File: config.mk
export PLATFORM = sky130hd
export DESIGN_NAME = fetch_stage
export DESIGN_NICKNAME = d
export VERILOG_FILES = /design/src/rtl/fetch_pkg.sv /design/src/rtl/if_id_register.sv /design/src/rtl/fetch_stage.sv
export SDC_FILE = /design/constraint.sdc
export NUM_CORES = 1
export LEC_CHECK = 0
export BUFFER_PORTS_ARGS = -buffer_cell sky130_fd_sc_hd__buf_2
export CAP_MARGIN = 20
export CORE_MARGIN = 4
export CORE_UTILIZATION = 50
export CTS_BUF_LIST = sky130_fd_sc_hd__clkbuf_8 sky130_fd_sc_hd__clkbuf_16
export DETAILED_ROUTE_END_ITERATION = 12
export PLACE_DENSITY_LB_ADDON = 0.05
export SYNTH_ARGS = -nofsm -noshare
export SYNTH_HDL_FRONTEND = slang
export SYNTH_SLANG_ARGS = --single-unit
File: constraint.sdc
create_clock -name clk -period 4.55 [get_ports clk]
set_input_delay 0.91 -clock clk [delete_from_list [all_inputs] [get_ports clk]]
set_output_delay 0.91 -clock clk [all_outputs]
set_load 0.03 [all_outputs]
File: src/rtl/fetch_pkg.sv
// Shared definitions for the instruction fetch stage.
//   fetch_state_e : fetch controller states (BOOT, RUN, HALT)
//   FAULT_*       : encodings reported on Fault_Code
//   DEFAULT_NOP   : default bubble instruction (addi x0, x0, 0)
package fetch_pkg;

  typedef enum logic [1:0] {
    ST_BOOT = 2'd0,
    ST_RUN  = 2'd1,
    ST_HALT = 2'd2
  } fetch_state_e;

  localparam logic [1:0] FAULT_NONE     = 2'b00;
  localparam logic [1:0] FAULT_MISALIGN = 2'b01;
  localparam logic [1:0] FAULT_RANGE    = 2'b10;

  localparam logic [31:0] DEFAULT_NOP = 32'h0000_0013;

endpackage : fetch_pkg

File: src/rtl/if_id_register.sv
// IF/ID pipeline register between fetch and decode.
// Ports:
//   clk, rst_n      : clock, asynchronous active-low reset
//   load_i          : capture pc_i / pc_plus4_i / instr_i as a valid entry
//   bubble_i        : insert a NOP bubble (valid cleared, instr = NOP_INSTR)
//   kill_i          : clear valid only, all data fields hold
//   pc_i, pc_plus4_i, instr_i : fetch-side data
//   pc_o, pc_plus4_o, instr_o, valid_o : registered outputs to decode
// Priority: load > bubble > kill > hold.
module if_id_register
  import fetch_pkg::*;
#(
  parameter logic [31:0] NOP_INSTR = DEFAULT_NOP
) (
  input  logic        clk,
  input  logic        rst_n,
  input  logic        load_i,
  input  logic        bubble_i,
  input  logic        kill_i,
  input  logic [31:0] pc_i,
  input  logic [31:0] pc_plus4_i,
  input  logic [31:0] instr_i,
  output logic [31:0] pc_o,
  output logic [31:0] pc_plus4_o,
  output logic [31:0] instr_o,
  output logic        valid_o
);

  logic [31:0] pc_q, pc_d;
  logic [31:0] pc_plus4_q, pc_plus4_d;
  logic [31:0] instr_q, instr_d;
  logic        valid_q, valid_d;

  always_comb begin
    pc_d       = pc_q;
    pc_plus4_d = pc_plus4_q;
    instr_d    = instr_q;
    valid_d    = valid_q;
    if (load_i) begin
      pc_d       = pc_i;
      pc_plus4_d = pc_plus4_i;
      instr_d    = instr_i;
      valid_d    = 1'b1;
    end else if (bubble_i) begin
      instr_d = NOP_INSTR;
      valid_d = 1'b0;
    end else if (kill_i) begin
      valid_d = 1'b0;
    end
  end

  always_ff @(posedge clk or negedge rst_n) begin
    if (!rst_n) begin
      pc_q       <= 32'd0;
      pc_plus4_q <= 32'd0;
      instr_q    <= NOP_INSTR;
      valid_q    <= 1'b0;
    end else begin
      pc_q       <= pc_d;
      pc_plus4_q <= pc_plus4_d;
      instr_q    <= instr_d;
      valid_q    <= valid_d;
    end
  end

  assign pc_o       = pc_q;
  assign pc_plus4_o = pc_plus4_q;
  assign instr_o    = instr_q;
  assign valid_o    = valid_q;

endmodule : if_id_register

File: src/rtl/fetch_stage.sv
// Instruction fetch stage: PC register, BOOT/RUN/HALT controller, fetch
// counter, and the IF/ID register feeding decode.
// Ports:
//   clk, rst_n       : clock, asynchronous active-low reset
//   Instr_Data       : instruction word for Instr_Address (combinational memory)
//   Stall            : decode back-pressure, holds PC and IF/ID
//   Redirect, Redirect_Target : taken branch/jump and its byte address
//   Instr_Address    : current PC
//   IFID_PC, IFID_PC_Plus4, IFID_Instr, IFID_Valid : IF/ID register to decode
//   Halted, Fault_Code : fetch stopped, and why (01 misaligned, 10 out of range)
//   Fetch_Count      : saturating count of valid IF/ID latches
module fetch_stage
  import fetch_pkg::*;
#(
  parameter logic [31:0] RESET_PC   = 32'h0000_0000,
  parameter int unsigned IMEM_BYTES = 128,
  parameter logic [31:0] NOP_INSTR  = DEFAULT_NOP
) (
  input  logic        clk,
  input  logic        rst_n,
  input  logic [31:0] Instr_Data,
  input  logic        Stall,
  input  logic        Redirect,
  input  logic [31:0] Redirect_Target,
  output logic [31:0] Instr_Address,
  output logic [31:0] IFID_PC,
  output logic [31:0] IFID_PC_Plus4,
  output logic [31:0] IFID_Instr,
  output logic        IFID_Valid,
  output logic        Halted,
  output logic [1:0]  Fault_Code,
  output logic [31:0] Fetch_Count
);

  localparam logic [31:0] IMEM_LIMIT = 32'(IMEM_BYTES);
  localparam logic [31:0] LAST_ADDR  = IMEM_LIMIT - 32'd4;

  fetch_state_e state_q, state_d;
  logic [31:0]  pc_q, pc_d;
  logic [1:0]   fault_q, fault_d;
  logic [31:0]  count_q, count_d;
  logic [31:0]  pc_plus4;
  logic         ifid_load;
  logic         ifid_bubble;
  logic         ifid_kill;

  assign pc_plus4 = pc_q + 32'd4;

  always_comb begin
    state_d     = state_q;
    pc_d        = pc_q;
    fault_d     = fault_q;
    count_d     = count_q;
    ifid_load   = 1'b0;
    ifid_bubble = 1'b0;
    ifid_kill   = 1'b0;
    unique case (state_q)
      ST_BOOT: begin
        pc_d    = RESET_PC;
        state_d = ST_RUN;
      end
      ST_RUN: begin
        if (Redirect) begin
          // Redirect wins over Stall; a bad target stops fetch at the current PC.
          if (Redirect_Target[1:0] != 2'b00) begin
            state_d   = ST_HALT;
            fault_d   = FAULT_MISALIGN;
            ifid_kill = 1'b1;
          end else if (Redirect_Target >= IMEM_LIMIT) begin
            state_d   = ST_HALT;
            fault_d   = FAULT_RANGE;
            ifid_kill = 1'b1;
          end else begin
            pc_d        = Redirect_Target;
            ifid_bubble = 1'b1;
          end
        end else if (!Stall) begin
          ifid_load = 1'b1;
          if (count_q != 32'hFFFF_FFFF) begin
            count_d = count_q + 32'd1;
          end
          // The last word is still delivered; the PC never steps past it,
          // so the PC+4 wrap can never reach the memory address.
          if (pc_q >= LAST_ADDR) begin
            state_d = ST_HALT;
            fault_d = FAULT_RANGE;
          end else begin
            pc_d = pc_plus4;
          end
        end
      end
      ST_HALT: begin
        // Clears the final instruction latched on the way into HALT after
        // decode has had it for one cycle.
        ifid_kill = 1'b1;
      end
      default: begin
        state_d = ST_BOOT;
      end
    endcase
  end

  always_ff @(posedge clk or negedge rst_n) begin
    if (!rst_n) begin
      state_q <= ST_BOOT;
      pc_q    <= RESET_PC;
      fault_q <= FAULT_NONE;
      count_q <= 32'd0;
    end else begin
      state_q <= state_d;
      pc_q    <= pc_d;
      fault_q <= fault_d;
      count_q <= count_d;
    end
  end

  if_id_register #(
    .NOP_INSTR (NOP_INSTR)
  ) u_if_id (
    .clk        (clk),
    .rst_n      (rst_n),
    .load_i     (ifid_load),
    .bubble_i   (ifid_bubble),
    .kill_i     (ifid_kill),
    .pc_i       (pc_q),
    .pc_plus4_i (pc_plus4),
    .instr_i    (Instr_Data),
    .pc_o       (IFID_PC),
    .pc_plus4_o (IFID_PC_Plus4),
    .instr_o    (IFID_Instr),
    .valid_o    (IFID_Valid)
  );

  assign Instr_Address = pc_q;
  assign Halted        = (state_q == ST_HALT);
  assign Fault_Code    = fault_q;
  assign Fetch_Count   = count_q;

endmodule : fetch_stage
Yosys cells after proc, flatten, opt, wreduce, memory -nomap -nowiden
Cells that the tools add are included.
- word-level logic and storage cells: 66
- input bits: 68
- register bits after elaboration: 165
- output and inout port bits: 164
- magnitude comparators: 2
- eq/ne operators: 11
- mux-type cells: 30
- bitwise gates (word level): 3
- reduce and logical (&&, ||, !) cells: 10
- add/subtract/negate cells: 2
- operators with widths (cell ; count):
    $mux W32 ; 7
    $pmux W32 S2 ; 1
    $add A32 B1 Y32 const B ; 1
    $add A32 B3 Y32 const B ; 1
    $ge A32 B7 Y1 const B ; 1
    $ge A32 B8 Y1 const B ; 1
    $ne A32 B32 Y1 const B ; 1
    $ne A3 B3 Y1 const B ; 5
    $mux W2 ; 7
    $mux W1 ; 13
    $reduce_and A4 Y1 ; 3
    $reduce_bool A2 Y1 ; 4
    $pmux W2 S3 ; 1
    $reduce_and A5 Y1 ; 1
    $ne A4 B4 Y1 const B ; 1
    $ne A3 B1 Y1 const B ; 1
    $not A1 Y1 ; 3
    $reduce_bool A3 Y1 ; 1
    $eq A2 B1 Y1 const B ; 1
    $eq A2 B2 Y1 const B ; 1
    $logic_not A2 Y1 ; 1
    $ne A2 B1 Y1 const B ; 1
    $pmux W1 S2 ; 1

Longest topological paths before layout
Gate-level depths: netlist of run 1.
- depth in word-level cells: 8
- depth in mapped cells: 10
- depth with buffers taken out: 7

Hierarchy
Synthesis of run 1 repeated with hierarchy kept, for this count alone.
- cell total of the unflattened synthesis: 574
- area, all modules: 7469.7 um2
- by module, submodules not included (module ; area an instance (um2) ; times used ; sequential area each (um2) ; cells an instance):
    if_id_register ; 3816.2 ; 1 ; 2431.1 ; 216
    fetch_stage ; 3653.5 ; 1 ; 1701.6 ; 358

Least setup slack after synthesis of run 1
Ideal clock, no wire load.
- path kind: input-to-reg
- start point: in Redirect_Target[20]
- end point: reg state_q[0]
- required time: 4.423 ns
- cell stages on the path: 5
- arrival: 2.330 ns
- setup slack: 2.092 ns
- cells stage by stage: nor4_1 -> nand4_1 -> or4_1 -> o211a_1 -> mux2_1
- longest elaborated chain between the ends: 3
- ends and longest elaborated chain (item ; line ; text):
    from (decl) ; fetch_stage.sv:24 ; input logic [31:0] Redirect_Target,
    $ge A32 B8 Y1 ; fetch_stage.sv:69 ; end else if (Redirect_Target >= IMEM_LIMIT) begin
    $ne A4 B4 Y1 (no line) ; n/a ;
    $reduce_and A4 Y1 (no line) ; n/a ;
    to (signal assigned) ; fetch_stage.sv:110 ; state_q <= state_d;
    to (decl) ; fetch_stage.sv:38 ; fetch_state_e state_q, state_d;
No other way between the ends.
A chain may end at the register's enable or synchronous reset.

Final worst setup path of run 1
- start point: reg state_q[1]
- end point: reg count_q[1] (netlist: Fetch_Count[1])
- longest elaborated chain between the ends: 2
- ends and longest elaborated chain (item ; line ; text):
    $eq A2 B1 Y1 ; fetch_stage.sv:57 ; unique case (state_q)
    $reduce_and A4 Y1 (no line) ; n/a ;
    to (signal assigned) ; fetch_stage.sv:113 ; count_q <= count_d;
    to (decl) ; fetch_stage.sv:41 ; logic [31:0] count_q, count_d;
No other way between the ends.

==> results.ini, run 1 <==
[global_routing]
grt.total_usage = 0.239
grt_antenna_before_repair = 0
grt_pass1_vias = 5925
grtUsageMet1 = 0.333
overflow = 0
grtUsageMet3 = 0.0525
grt_max_degree = 93
busiest_layer = met2
use_met2 = 0.372
grt_pass1_wl_mm = 31.0

[floorplanning]
ios = 232
start_util = 0.515
dieArea_um2 = 16400
die_y_um = 128
rows = 43
die_w_um = 128
fp.coreArea_um2 = 14000

[detailed_routing]
totalWireLength_mm = 19.1
ant_nets = 0
viasPerCell = 5.28
dr.pass1.iters = 5
avgRoutedWirePerCell_um = 16.7
drt_iter0_markers = 392
drc = 0
num_vias = 6048

[synthesis]
synth_top_cell_by_area = dfrtp_1
synth_edf_count = 0
syn-num-nets = 807
synth_ff_type = dfrtp_1
async_flop_share = 1.00
yosysMostFrequentCell = nand2_1
yosysUniqueCellTypes = 48
syn_area_um2 = 7200
yosys.area_share.adder = 0.00869
synth.avg_cell_area_um2 = 9.81
synth_top_cell_area_share = 0.556
synth.area.top_cells = dfrtp_1 56%, nand2_1 11%, o21ai_0 4.7%, xnor2_1 3.8%, xor2_1 3.4%
synth-compound-area-share = 0.0655
synth_top_family_by_area = simple AND/OR/NAND/NOR gates
synth_commonest_cells = 205 x nand2_1, 160 x dfrtp_1, 68 x o21ai_0, 31 x xnor2_1, 30 x and2_1
synthXorXnorAreaFrac = 0.0718
synthCells = 734
yosysWarnings = 0
synth-simple-area-share = 0.245
synth_seq_area_share = 0.567
synthMuxAreaShare = 0.0129
ys_ff_latch = 163

[critical_path]
start_kind = register
slowest_delay_ns = 0.81
path_delay_family = compound AO/OA/AOI/OAI gates
worstPathCellList = inv_1 -> ha_1 -> nor2b_1 -> nand2b_4 -> a31oi_2 -> mux2_2
crit_path_end_kind = register
path_class = reg2reg
crit_path_top_delay_cell = a31oi_2
crit_fanout = 61
crit_arrival_ns = 3.31
cp_num_buf_inv = 1
worstPathRequired_ns = 4.86

[timing]
tightestPinTransition_ns = 0.964
clock.fmax_mhz = 334
fin_tns_setup_ns = 0
setup_viol_count_final = 0
skew_ns = 0.00721
period_needed_ns = 3.00
period_share = 0.659
timing.final.ws_setup_ns = 1.55
drv_slew = 0
relSlewSlack = 0.352
hold_violations = 0
rsz0062_at_grt = false

[final_layout]
finalNetCount = 1025
drive_gt1_frac = 0.297
fill_cells = 1210
syn_to_final_growth_pct = 26.6
diodes = 0

[run]
max-cap-violations = 0

[clock_tree]
clk_pin_slew_worst_paths_ns = 0.06
insertion_delay_ns = 0.42
cts_resized = 0
clock_path_buffers = 2
cts_tree = built
clock-sinks = 163
post_cts_buffers = 0
ctsHoldBuffers = 0
htree_levels = 4
cts_root_buf = clkbuf_16
numCtsBuffers = 17

[power]
power_w = 0.00475
power_density_nw_per_um2 = 521
leakage_nw = 4.83
ir_drop_uv = 326

[outcome]
status = completed

[place]
gp_congestion = 0.817
hpwlAfterDp_mm = 13.7
portBuffers = 231
post-place-ws_ns = 1.40

[worst_hold_path]
hold_path_class = reg2reg

report_power, final:
part,internal (W),switching [W],leakage (nW)
registers,0.00169,0.000165,2.19
logic,0.000396,0.000976,2.35
clock network,0.000923,0.000598,0.293
total,0.00301,0.00174,4.83
through the flow:
stage,hold slack [ns],cell area [um^2],utilization,cells
floorplan,0.454,7200,-,734
global placement,0.454,8480,0.606,1113
detailed placement,0.461,8480,0.606,1113
finish,0.474,9110,0.652,1145
CTS,0.478,9110,0.652,1145
global route,0.497,9110,0.652,1145
per-layer routing:
layer	part of all wire	up-vias	routed length, um
met4	0.016	0	312
met5	0	-	0
met1	0.45	2936	8640
li1	-	2894	-
met3	0.060	24	1160
met2	0.47	194	9030
worst reg2reg max path, delay by kind of cell (launching register included):
kind | cells | cell delay (ns)
flip-flops | 1 | 0.40
AO/OA/AOI/OAI | 1 | 0.84
multiplexers | 1 | 0.42
adder cells (fa/ha/maj) | 1 | 0.39
AND/OR/NAND/NOR | 2 | 0.75
buffers and inverters | 1 | 0.10
sequential cells by signal (all words and copies together), names as in the netlist:
register	flops
u_if_id.instr_o	32
Fault_Code	2
u_if_id.pc_o	30
Instr_Address	32
Fetch_Count	32
u_if_id.valid_o	1
u_if_id.pc_plus4_o	32
state_q	2
area by class of cell:
cell class              instances  area (um^2)  share of cell area
flip-flops and latches        163         4080               0.448
multi-input cells             523         2930               0.321
repair buffers                237         1210               0.132
clock buffers                  17          425              0.0467
well taps                     180          225              0.0247
clock inverters                15          206              0.0226
inverters                      10         37.5             0.00412
placed cells by master, fill, tap and decap left out, drive strengths merged, types with 2 or more instances in the layout:
master and count:
nand3 26, or4 2, o21ai 68, mux2 4
bufinv 4, xnor2 31, xor2 28, nand2b 3
nand2 205, a21oi 2, and3 16, nand4 25
clkbuf 17, or3 2, inv 13, mux2i 4
nor3 10, nor2b 2, nor2 25, ha 5
and4 6, and2 30, clkinvlp 5, nor4 15
dfrtp 160, buf 237, dfstp 3, clkinv 3
kinds of logic after synthesis:
logic type,after synthesis
muxes,8
xor gates and xnor gates,59
and+or+nand+nor,368
DFF,163
adders and majority gates,5
AOI/OAI and AO/OA,83
buffers and inverters,48
worst paths after layout:
kind / startpoint / to / slack [ns] / cells after the start
worst min register to register: u_if_id.pc_o[19] / u_if_id.pc_o[19] / 0.47 / 2
worst max-delay path: state_q[1] / Fetch_Count[1] / 1.55 / 6
min in group asynchronous: rst_n / Instr_Address[13] / 0.56 / 1
max in group asynchronous: rst_n / Instr_Address[15] / 2.98 / 2
worst max register to register: state_q[1] / Fetch_Count[1] / 1.55 / 6
worst min-delay path: u_if_id.pc_o[19] / u_if_id.pc_o[19] / 0.47 / 2
Note: power is estimated with default switching activity, not from simulation.
==> run 2: changes to the inputs <==
--- a/config.mk
+++ b/config.mk
@@ -5,10 +5,11 @@
 export SDC_FILE = /design/constraint.sdc
 export NUM_CORES = 1
 export LEC_CHECK = 0
+export ABC_AREA = 1
 export BUFFER_PORTS_ARGS = -buffer_cell sky130_fd_sc_hd__buf_2
 export CAP_MARGIN = 20
 export CORE_MARGIN = 4
-export CORE_UTILIZATION = 50
+export CORE_UTILIZATION = 47
 export CTS_BUF_LIST = sky130_fd_sc_hd__clkbuf_8 sky130_fd_sc_hd__clkbuf_16
 export DETAILED_ROUTE_END_ITERATION = 12
 export PLACE_DENSITY_LB_ADDON = 0.05
==> constraint.sdc (replaced) <==
create_clock -name clk -period 2.5 [get_ports clk]
set_input_delay 0.5 -clock clk [delete_from_list [all_inputs] [get_ports clk]]
set_output_delay 0.5 -clock clk [all_outputs]
set_load 0.03 [all_outputs]
==> run 2 against run 1 <==
Net effect: die area up 17%; critical path depth up 5; clock power up 66%; flip-flop and latch count unchanged; combinational power up 120%; cell count up 32%; total power up 89%; first-iteration DRC count up 52%; synthesized cell count up 42%; clock skew up 0.0025 ns.
==> results.ini, run 2 <==
[synthesis]
yosysUniqueCellTypes = 39
synth_commonest_cells = 406 x nand2_1, 160 x dfrtp_1, 120 x nor2_1, 91 x inv_1, 60 x o21ai_0
syn_area_um2 = 8030
synth_ff_type = dfrtp_1
synth_top_cell_area_share = 0.499
synth_seq_area_share = 0.509
yosysMostFrequentCell = nand2_1
synth.avg_cell_area_um2 = 7.68
ys_ff_latch = 163
synthCells = 1045
async_flop_share = 1.00
yosysWarnings = 0
synth_top_cell_by_area = dfrtp_1
synth_edf_count = 0
synth.area.top_cells = dfrtp_1 50%, nand2_1 19%, nor2_1 5.6%, inv_1 4.3%, o21ai_0 3.7%
syn-num-nets = 1118

[place]
gp_congestion = 0.914
portBuffers = 231
dp_cells = 1475
hpwlAfterDp_mm = 17.1

[worst_hold_path]
hold_path_class = in2async

[power]
power_density_nw_per_um2 = 901
ir_drop_uv = 602
leakage_nw = 5.36

[final_layout]
mostFrequentLayoutCells = 406 x nand2_1, 230 x buf_2, 160 x dfrtp_1
finish.utilization = 0.598
finalNetCount = 1347
drive_gt1_frac = 0.235
diodes = 0
finalNonFillerCells = 1507
fill_cells = 1612
syn_to_final_growth_pct = 24.0
mostFrequentLayoutCell = nand2_1

[floorplanning]
rows = 47
ios = 232
fp.coreArea_um2 = 16600
dieArea_um2 = 19200
start_util = 0.482
die_y_um = 139
die_w_um = 139

[detailed_routing]
drc = 0
num_vias = 7483
dr.pass1.iters = 5
drt_iter0_markers = 596
avgRoutedWirePerCell_um = 15.1
viasPerCell = 4.97
totalWireLength_mm = 22.8
ant_nets = 0

[timing]
setup_viol_count_final = 0
tightestPinTransition_ns = 0.709
skew_ns = 0.00968
hold_violations = 0
clock.fmax_mhz = 461
period_needed_ns = 2.17
drv_slew = 0
rsz0062_at_grt = false
period_share = 0.868
fin_tns_setup_ns = 0
relSlewSlack = 0.527

[clock_tree]
clk_pin_slew_worst_paths_ns = 0.07
ctsHoldBuffers = 0
cts_root_buf = clkbuf_16
insertion_delay_ns = 0.43
numCtsBuffers = 17
post_cts_buffers = 0
cts_tree = built
cts_resized = 0
clock-sinks = 163
htree_levels = 4
clock_path_buffers = 2

[run]
max-cap-violations = 0

[critical_path]
crit_fanout = 24
start_kind = register
crit_arrival_ns = 2.47
crit_path_top_delay_cell = dfrtp_1
worstPathRequired_ns = 2.80
slowest_delay_ns = 0.46
crit_path_frequent_cell = nand2_1
crit_path_end_kind = register
worstPathCellList = ha_1 -> nand2_1 -> inv_2 -> nand2_2 -> nand2_1 -> nor2_2 -> nand2_1 -> o21ai_4 -> nand2_4 -> inv_4 -> nor2_1
path_class = reg2reg

[global_routing]
overflow = 0
grt_pass1_wl_mm = 37.6
grt_pass1_vias = 7182
grt_max_degree = 82
grt_antenna_before_repair = 0
grt.total_usage = 0.239

[outcome]
status = completed

-- run 2: per-stage QoR --
stage | instance area [um^2] | worst slack, ns | total power [W] | hold WS (ns)
2_1_floorplan | 8030 | 0.537 | 0.00555 | 0.204
3_3_place_gp | 9380 | 0.381 | 0.00647 | 0.451
3_5_place_dp | 9380 | 0.355 | 0.00650 | 0.454
4_1_cts | 9950 | 0.340 | 0.00904 | 0.112
5_1_grt | 9950 | 0.157 | 0.00947 | 0.126
6_report | 9950 | 0.329 | 0.00896 | 0.0797
-- run 2: final timing paths --
kind	startpoint	endpoint	slack [ns]	cells after the start
setup reg to reg	Instr_Address[3]	Instr_Address[29]	0.33	11
min in group clk	Instr_Data[5]	u_if_id.instr_o[5]	0.27	3
max in group asynchronous	rst_n	Fetch_Count[18]	1.70	2
hold reg to reg	u_if_id.instr_o[29]	u_if_id.instr_o[29]	0.47	2
hold / removal	rst_n	u_if_id.pc_o[19]	0.08	1
setup / recovery	Instr_Address[3]	Instr_Address[29]	0.33	11
-- run 2: kinds of logic (layout without fill, tap and decap cells) --
group | after synthesis | count (layout) | share of synthesized area
compound gates | 75 | 75 | 0.0500
xor+xnor | 34 | 34 | 0.0371
fa+ha+maj | 5 | 5 | 0.00780
buf+inv | 131 | 373 | 0.0703
flops | 163 | 163 | 0.509
simple gates | 637 | 637 | 0.326
-- run 2: cell type report --
cell class	count	area, um^2	area share
Sequential cell	163	4080	0.410
Multi-Input combinational cell	751	3380	0.340
Timing Repair Buffer	241	1260	0.127
Clock buffer	18	439	0.0441
Inverter	100	378	0.0380
Tap cell	220	275	0.0277
Clock inverter	14	130	0.0131
-- run 2: worst max-delay path: cells and delay by family (launching register included) --
| kind | cells | cell delay (ns) |
|---|---|---|
| AND/OR/NAND/NOR | 7 | 0.76 |
| buffers and inverters | 2 | 0.32 |
| AO/OA/AOI/OAI | 1 | 0.24 |
| adder cells (fa/ha/maj) | 1 | 0.26 |
| flip-flops | 1 | 0.46 |
-- run 2: report_power, final --
group          internal [W]  switching [W]
clock network       0.00141        0.00111
logic              0.000777        0.00218
registers           0.00314       0.000338
-- run 2: routing by layer --
layer | GRT usage | vias to the layer above | wire (um)
li1 | - | 3715 | -
met1 | 0.352 | 3464 | 10800
met2 | 0.358 | 283 | 9840
met3 | 0.0603 | 21 | 1930
met4 | 0.0551 | 0 | 262
met5 | 0 | - | 0
==> run 3: changes to the inputs <==
--- a/config.mk
+++ b/config.mk
@@ -9,10 +9,12 @@
 export BUFFER_PORTS_ARGS = -buffer_cell sky130_fd_sc_hd__buf_2
 export CAP_MARGIN = 20
 export CORE_MARGIN = 4
-export CORE_UTILIZATION = 47
+export CORE_UTILIZATION = 50
 export CTS_BUF_LIST = sky130_fd_sc_hd__clkbuf_8 sky130_fd_sc_hd__clkbuf_16
 export DETAILED_ROUTE_END_ITERATION = 12
 export PLACE_DENSITY_LB_ADDON = 0.05
+export REMOVE_ABC_BUFFERS = 1
+export SKIP_LAST_GASP = 1
 export SYNTH_ARGS = -nofsm -noshare
 export SYNTH_HDL_FRONTEND = slang
 export SYNTH_SLANG_ARGS = --single-unit
==> constraint.sdc (replaced) <==
create_clock -name clk -period 2 [get_ports clk]
set_input_delay 0.4 -clock clk [delete_from_list [all_inputs] [get_ports clk]]
set_output_delay 0.4 -clock clk [all_outputs]
set_load 0.03 [all_outputs]
==> run 3 against run 2 <==
Net effect: sequential power is 24% higher; total power is 29% higher; highest routed layer unchanged; non-clock buffer count up 27; core utilization is 5.1 points higher; register-to-register slack worse by 0.18 ns; critical endpoint is now Instr_Address[15]; count of clock-buffer cells in the layout is the same; sequential share of layout area decreased by 1.3 points; flip-flop and latch count stayed put; global-route usage grew 0.95 points; clock power is 37% higher; via count fell by 0.94%; critical path type unchanged.
==> results.ini, run 3 (same netlist as run 2, synthesis figures left out) <==
[outcome]
status = completed

[clock_tree]
numCtsBuffers = 17
insertion_delay_ns = 0.42
clk_pin_slew_worst_paths_ns = 0.07
clock_path_buffers = 2
cts_tree = built
post_cts_buffers = 0
cts_root_buf = clkbuf_16
htree_levels = 4
clock-sinks = 163

[critical_path]
crit_path_top_delay_cell = dfrtp_1
worstPathRequired_ns = 2.31
crit_fanout = 24
reg2regPathDepth = 10
r2r-end = Instr_Address[15]
slowest_delay_ns = 0.41
r2r_slack_ns = 0.15
crit_arrival_ns = 2.15
path_class = reg2reg
start_kind = register
crit_path_end_kind = register
rr_startpoint = Instr_Address[15]
worstPathCellList = inv_1 -> nand2_1 -> nor2_1 -> nand2_1 -> nor2_1 -> nand2_1 -> o21ai_4 -> nand2_4 -> clkinv_8 -> nor2_1

[worst_hold_path]
hold_path_end = u_if_id.instr_o[29]
worstHoldStart = Instr_Data[29]
hold_path_class = in2reg
hold_depth = 3

[timing]
clock.fmax_mhz = 542
hold_violations = 0
drv_slew = 0
setup_viol_count_final = 0
rsz0062_at_grt = false
period_share = 0.923
skew_ns = 0.00696
timing.final.ws_setup_ns = 0.154
period_needed_ns = 1.85
relSlewSlack = 0.683
tightestPinTransition_ns = 0.471
whs_ns = 0.170

[global_routing]
grt_pass1_wl_mm = 36.0
grt_antenna_before_repair = 0
grt_max_degree = 60
grt_pass1_vias = 7210
grt.total_usage = 0.248
overflow = 0

[detailed_routing]
viasPerCell = 4.85
totalWireLength_mm = 22.1
ant_nets = 0
dr.pass1.iters = 7
avgRoutedWirePerCell_um = 14.4
drt_iter0_markers = 530
drc = 0
num_vias = 7413

[power]
power_w = 0.0116
clockPowerShare = 0.300
p_int_w = 0.00711
leakage_nw = 5.54
ir_drop_uv = 693
power_density_nw_per_um2 = 1120
switchingPower_w = 0.00444
sw_frac_of_total = 0.384
combPwrFrac = 0.328
seqPwrFrac = 0.372

[place]
portBuffers = 231
post-place-ws_ns = 0.0543
gp_congestion = 0.878
hpwlAfterDp_mm = 16.8

[final_layout]
mostFrequentLayoutCells = 405 x nand2_1, 230 x buf_2, 159 x dfrtp_1
drive_gt1_frac = 0.254
syn_to_final_growth_pct = 28.0
fill_cells = 1439
diodes = 0
finalNetCount = 1374
mostFrequentLayoutCell = nand2_1

[floorplanning]
rows = 46
fp.coreArea_um2 = 15800
dieArea_um2 = 18100
ios = 232
start_util = 0.507
die_y_um = 135
die_w_um = 135

[run]
max-cap-violations = 0

run 3: cell type report:
| type | instances | area (um^2) | share of cell area |
|---|---|---|---|
| Timing Repair Buffer | 268 | 1510 | 0.147 |
| Clock buffer | 18 | 439 | 0.0428 |
| Multi-Input combinational cell | 751 | 3390 | 0.330 |
| Inverter | 100 | 393 | 0.0383 |
| Sequential cell | 163 | 4080 | 0.398 |
| Tap cell | 216 | 270 | 0.0263 |
| Clock inverter | 14 | 186 | 0.0182 |
run 3: power groups by stage:
stage	Sequential (W)	Combinational, W	Clock, W
4_1_cts	0.00430	0.00381	0.00352
3_3_place_gp	0.00436	0.00375	0
2_1_floorplan	0.00554	0.00126	0
5_1_grt	0.00439	0.00415	0.00367
6_report	0.00430	0.00379	0.00346
3_5_place_dp	0.00435	0.00380	0
run 3: repair_timing:
item,4_1_cts,5_1_grt
hold endpoints to repair,27,0
gates resized for setup,0,12
endpoints found under the setup margin,0,61
hold buffers,1,0
run 3: metal layers:
| metal | vias up | part of all wire | GRT usage |
|---|---|---|---|
| li1 | 3755 | - | - |
| met1 | 3414 | 0.43 | 0.324 |
| met4 | 0 | 0.020 | 0.0718 |
| met5 | - | 0 | 0 |
| met3 | 34 | 0.057 | 0.0510 |
| met2 | 210 | 0.49 | 0.421 |
run 3: worst max-delay path, delay by kind of cell, from the launching register on:
family          cells  cell delay, ns
buf+inv             2            0.30
flops               1            0.41
simple gates        7            0.84
compound gates      1            0.17
run 3: how the worst max path moves through the flow:
stage,cells past startpoint,slack (ns),startpoint,to
after floorplan,9,-1.43,state_q[1],u_if_id.instr_o[10]
after global placement,10,0.09,Instr_Address[18],Instr_Address[30]
after detailed placement,10,0.05,Instr_Address[18],Instr_Address[18]
after CTS,10,0.02,Instr_Address[15],Instr_Address[15]
after global routing,7,0.005,Fetch_Count[2],Fetch_Count[31]
final,10,0.15,Instr_Address[15],Instr_Address[15]
run 3: stage by stage:
stage / cell area [um^2] / util / std cells / setup TNS (ns)
finish: 10300 / 0.649 / 1530 / 0
global route: 10300 / 0.649 / 1530 / 0
CTS: 10200 / 0.647 / 1530 / 0
detailed placement: 9610 / 0.607 / 1497 / 0
global placement: 9610 / 0.607 / 1497 / 0
floorplan: 7840 / - / 1014 / -112.53
